`src/rtl/adc0809_emu_pkg.sv`:
```
// Shared types and constants for the ADC0809-style converter emulation.
package adc_pkg;

  // Converter sequencing states.
  typedef enum logic [1:0] {
    IDLE   = 2'd0,
    SETTLE = 2'd1,
    SAR    = 2'd2
  } adc_state_e;

  // Channel assignments for the joystick inputs.
  localparam logic [1:0] CH_VERT  = 2'd0;
  localparam logic [1:0] CH_HORIZ = 2'd1;

  // Rest value for unused (spare) channels.
  localparam logic [7:0] CENTER   = 8'd127;

endpackage

```
`src/rtl/adc0809_emu_sar_step.sv`:
```
// One successive-approximation decision: try setting the current bit and
// keep it only if the held sample is still at or above the trial value.
module adc_sar_step (
  input  logic [7:0] sample_i,
  input  logic [7:0] approx_i,
  input  logic [2:0] bit_idx_i,
  output logic [7:0] approx_o
);

  logic [7:0] trial;

  // Trial value and unsigned compare against the held sample.
  always_comb begin
    trial    = approx_i | (8'h01 << bit_idx_i);
    approx_o = (sample_i >= trial) ? trial : approx_i;
  end

endmodule

```
`src/rtl/adc0809_emu.sv`:
```
// ADC0809-style 4-channel SAR converter emulation on the CPU bus.
// A falling edge on wr_n starts a conversion of channel a; eoc drops while
// converting and rises SETTLE_CYCLES + 8*STEP_CYCLES cycles after the start.
module adc0809_emu
  import adc_pkg::*;
#(
  parameter int SETTLE_CYCLES = 8,
  parameter int STEP_CYCLES   = 72
) (
  input  logic        clk6m,
  input  logic        reset,
  input  logic [7:0]  ch0_in,
  input  logic [7:0]  ch1_in,
  input  logic [7:0]  ch2_in,
  input  logic [7:0]  ch3_in,
  input  logic [1:0]  a,
  input  logic        wr_n,
  input  logic        rd_n,
  output logic        eoc,
  output logic        eoc_pulse,
  output logic [15:0] data_out
);

  localparam int MAX_CYCLES = (SETTLE_CYCLES > STEP_CYCLES) ? SETTLE_CYCLES : STEP_CYCLES;
  localparam int CW         = $clog2(MAX_CYCLES) + 1;
  localparam logic [CW-1:0] SETTLE_LAST = CW'(SETTLE_CYCLES - 1);
  localparam logic [CW-1:0] STEP_LAST   = CW'(STEP_CYCLES - 1);

  adc_state_e    state_q, state_d;
  logic [1:0]    chan_q, chan_d;
  logic [CW-1:0] cnt_q, cnt_d;
  logic [7:0]    sample_q, sample_d;
  logic [7:0]    approx_q, approx_d;
  logic [2:0]    bit_idx_q, bit_idx_d;
  logic [7:0]    result_q, result_d;
  logic          eoc_q, eoc_d;
  logic          eoc_pulse_q, eoc_pulse_d;
  logic [15:0]   data_q, data_d;
  logic          wr_prev_q;

  logic          start;
  logic [7:0]    ch_mux;
  logic [7:0]    approx_next;

  assign start = wr_prev_q & ~wr_n;

  // Analog multiplexer driven by the channel latched at start.
  always_comb begin
    case (chan_q)
      CH_VERT:  ch_mux = ch0_in;
      CH_HORIZ: ch_mux = ch1_in;
      2'd2:     ch_mux = ch2_in;
      default:  ch_mux = ch3_in;
    endcase
  end

  adc_sar_step u_sar_step (
    .sample_i  (sample_q),
    .approx_i  (approx_q),
    .bit_idx_i (bit_idx_q),
    .approx_o  (approx_next)
  );

  // Next-state logic: settle, bitwise SAR, commit; a start always wins last.
  always_comb begin
    state_d     = state_q;
    chan_d      = chan_q;
    cnt_d       = cnt_q;
    sample_d    = sample_q;
    approx_d    = approx_q;
    bit_idx_d   = bit_idx_q;
    result_d    = result_q;
    eoc_d       = eoc_q;
    eoc_pulse_d = 1'b0;
    data_d      = rd_n ? data_q : {8'h00, result_q};

    case (state_q)
      SETTLE: begin
        if (cnt_q == SETTLE_LAST) begin
          sample_d  = ch_mux;
          bit_idx_d = 3'd7;
          cnt_d     = '0;
          state_d   = SAR;
        end else begin
          cnt_d = cnt_q + CW'(1);
        end
      end
      SAR: begin
        if (cnt_q == STEP_LAST) begin
          approx_d = approx_next;
          cnt_d    = '0;
          if (bit_idx_q == 3'd0) begin
            result_d    = approx_next;
            eoc_d       = 1'b1;
            eoc_pulse_d = 1'b1;
            state_d     = IDLE;
          end else begin
            bit_idx_d = bit_idx_q - 3'd1;
          end
        end else begin
          cnt_d = cnt_q + CW'(1);
        end
      end
      default: ;
    endcase

    // A start aborts or follows any in-flight work; a same-cycle commit
    // above still lands in result/eoc_pulse.
    if (start) begin
      chan_d   = a;
      eoc_d    = 1'b0;
      cnt_d    = '0;
      approx_d = '0;
      state_d  = SETTLE;
    end
  end

  // State and datapath registers with synchronous reset.
  always_ff @(posedge clk6m) begin
    if (reset) begin
      state_q     <= IDLE;
      chan_q      <= '0;
      cnt_q       <= '0;
      sample_q    <= '0;
      approx_q    <= '0;
      bit_idx_q   <= '0;
      result_q    <= '0;
      eoc_q       <= 1'b1;
      eoc_pulse_q <= 1'b0;
      data_q      <= '0;
      wr_prev_q   <= 1'b1;
    end else begin
      state_q     <= state_d;
      chan_q      <= chan_d;
      cnt_q       <= cnt_d;
      sample_q    <= sample_d;
      approx_q    <= approx_d;
      bit_idx_q   <= bit_idx_d;
      result_q    <= result_d;
      eoc_q       <= eoc_d;
      eoc_pulse_q <= eoc_pulse_d;
      data_q      <= data_d;
      wr_prev_q   <= wr_n;
    end
  end

  assign eoc       = eoc_q;
  assign eoc_pulse = eoc_pulse_q;
  assign data_out  = data_q;

endmodule

```
`config.mk`:
```
export PLATFORM = sky130hd
export DESIGN_NAME = adc0809_emu
export DESIGN_NICKNAME = d
export VERILOG_FILES = /design/src/rtl/adc0809_emu_pkg.sv /design/src/rtl/adc0809_emu_sar_step.sv /design/src/rtl/adc0809_emu.sv
export SDC_FILE = /design/constraint.sdc
export NUM_CORES = 1
export LEC_CHECK = 0
export CAP_MARGIN = 20
export CORE_MARGIN = 4
export CORE_UTILIZATION = 28
export DETAILED_ROUTE_END_ITERATION = 8
export PLACE_DENSITY_LB_ADDON = 0.15
export SYNTH_ARGS = -nofsm -noshare
export SYNTH_HDL_FRONTEND = slang
export SYNTH_SLANG_ARGS = --single-unit
```
`constraint.sdc`:
```
create_clock -name clk6m -period 2.6 [get_ports clk6m]
set_input_delay 0.39 -clock clk6m [delete_from_list [all_inputs] [get_ports clk6m]]
set_output_delay 0.39 -clock clk6m [all_outputs]
set_load 0.02 [all_outputs]
```
==> out/metrics.cfg <==
[run_status]
status=completed

[yosys]
ys.flop_type=dfxtp_1
synth_top_family_by_area=simple AND/OR/NAND/NOR gates
synth_area_um2=2500
synthAdderAreaFrac=0.0800
postSynthAreaPerCell_um2=9.85
synth_compound_area_frac=0.105
syn_inst=254
yosys_register_bits=50
synth_xor_area_frac=0.0315
synth_edf_count=0
ys_async_sr_fraction=0
yosys_warnings=0
synthSimpleGateAreaFrac=0.171
synth_mux_area_frac=0.160
synth_seq_area_share=0.400
synthDistinctLibCells=42

[timing]
slew_headroom=0.547
final_hold_viol_count=0
min_period_ns=2.34
tns_ns=0
skew_ns=0.00500
min_period_over_period=0.901
setup_viol=0
drv_slew=0
whs_ns=0.463
tightestPinTransition_ns=0.677
clock.fmax_mhz=427
rsz0062_at_grt=false

[global_route]
grt_usage=0.112
grt_max_degree=36
first_global_vias=1932
antenna_found_initial=0
grt_pass1_wl_mm=9.32
grt.overflow.total=0

[routing]
routed_wl_mm=5.46
viasPerCell=4.61
drc=0
ant_nets=0
first_pass_iters=4
wl_per_cell_um=13.4
first_iter_violations=37
num_vias=1879

[power]
internal-power_uw=1150
power.density_nw_per_um2=468
p_clk_frac=0.380
swShare=0.226
power_frac_comb=0.095
p_sw_uw=336
irDropWorstVdd_mv=0.195
seqPwrFrac=0.525
power_leakage_uw=0.00121

[critical_path]
crit_path_start_kind=register
end_kind=register
rr_endpoint=result_q[2]
cp.arrival_ns=2.52
critPathMaxFanout=4
r2r_start=bit_idx_q[1]
r2r_cells=9
critPathKind=reg -> reg
reg2reg_slack_ns=0.26
worstPathRequired_ns=2.78

[clock_tree]
clock_latency_ns=0.30
cts-root-buf=clkbuf_8
hold_buffers=0
cts_setup_buffers=0
cts_tree=yes
clockBufferDepth=2
cts.clk_slew.worst_paths_ns=0.09
htree_levels=2
cts.sinks=50
cts-buffers-inserted=5

[die]
die_h_um=103
coreArea_um2=8720
ios=56
die_w_um=103
rows=34
floorplan.initialDensity=0.287
die-area_um2=10500

[place]
dp_hpwl_mm=4.25
port_buffers=47
gp_congestion=0.764

[worst_hold_path]
min_to=result_q[4]
hp-class=reg -> reg
hp-start=result_q[4]
whs_path_depth=2

[layout]
drive_gt1_frac=0.0967
area_delta_synth_final_pct=27.1
final_util=0.365
mostFrequentLayoutCells=dfxtp_1, clkdlybuf4s50_1, nor2_1, mux2i_1, a21oi_1
diodes=0
final_common_cell=dfxtp_1
nets=353

[run]
drv_cap=0

flip-flops by register name (all words and copies together), names as in the netlist:
register / count
approx_q: 8
sample_q: 8
result_q: 8
bit_idx_q: 3
cnt_q: 8
wr_prev_q: 1
data_out: 8
state_q: 2
eoc: 1
eoc_pulse: 1
chan_q: 2
cell usage after synthesis (2+ instances only):
master,n,share of area
nor3_1,3,0.0060
or3_1,2,0.0050
clkbuf_1,10,0.015
xor2_1,6,0.021
a21oi_1,17,0.034
and3_1,2,0.0050
o22ai_1,3,0.0075
nand2_1,13,0.020
mux2i_1,22,0.088
nor2b_1,3,0.0075
or2_2,2,0.0050
nand3_1,4,0.0080
nor2_1,42,0.063
a22o_1,7,0.025
mux4_2,8,0.072
xnor2_1,3,0.011
dfxtp_1,50,0.40
ha_1,16,0.080
inv_1,7,0.011
nand2b_1,5,0.013
buf_4,8,0.024
metal layers:
layer	track usage	up-vias	share of wire
met5	0	-	0
met4	0.0212	0	0.0057
li1	-	964	-
met2	0.191	23	0.50
met3	0.0264	2	0.033
met1	0.144	890	0.46
kinds of logic (layout without fill, tap and decap cells):
kind of cell	count (synthesis)	after routing
other cells	1	8
mux	30	30
compound gates	38	38
fa+ha+maj	16	16
flops	50	50
xor+xnor	9	9
simple gates	84	84
buf+inv	26	65
stage by stage:
step	std cells	worst slack, ns	power (uW)	area, um^2
after floorplan	261	0.398	879	2530
after global placement	400	0.269	943	3050
after detailed placement	400	0.177	943	3050
after CTS	408	0.161	1520	3170
after global routing	408	0.0610	1570	3180
final	408	0.257	1490	3180
worst max path at each step:
stage                             end          from  slack (ns)
after floorplan           result_q[1]  bit_idx_q[0]        0.40
after global placement    result_q[2]  bit_idx_q[0]        0.27
after detailed placement  result_q[2]  bit_idx_q[0]        0.18
after CTS                 result_q[2]  bit_idx_q[0]        0.16
after global routing      result_q[0]  bit_idx_q[1]        0.06
final                     result_q[2]  bit_idx_q[1]        0.26
final cells by class:
class	count	area, um^2
flip-flops and latches	50	1000
fillers	894	5540
multi-input cells	185	1410
clock buffers	5	68.8
repair buffers	50	493
clock inverters	3	47.5
inverters	7	26.3
well taps	108	135
timing repair:
action,CTS,global route
setup endpoints to repair,0,12
endpoints found under the hold margin,0,0
resized for setup,0,2
power groups by stage:
stage | clock (uW) | combinational, uW | sequential, uW
after global routing | 630 | 155 | 783
after global placement | 0 | 143 | 800
after CTS | 595 | 144 | 782
after floorplan | 0 | 85.7 | 793
after detailed placement | 0 | 144 | 800
final | 566 | 142 | 781
worst max-delay path, cell delays in order, from the launching register on:
cell,delay [ns]
dfxtp_1,0.39
inv_1,0.10
ha_1,0.23
a21oi_1,0.24
ha_1,0.29
a211o_1,0.29
a21oi_1,0.18
a21bo_2,0.27
nand3b_1,0.14
o22ai_1,0.10
No activity file was read; power rests on OpenSTA's default activity.
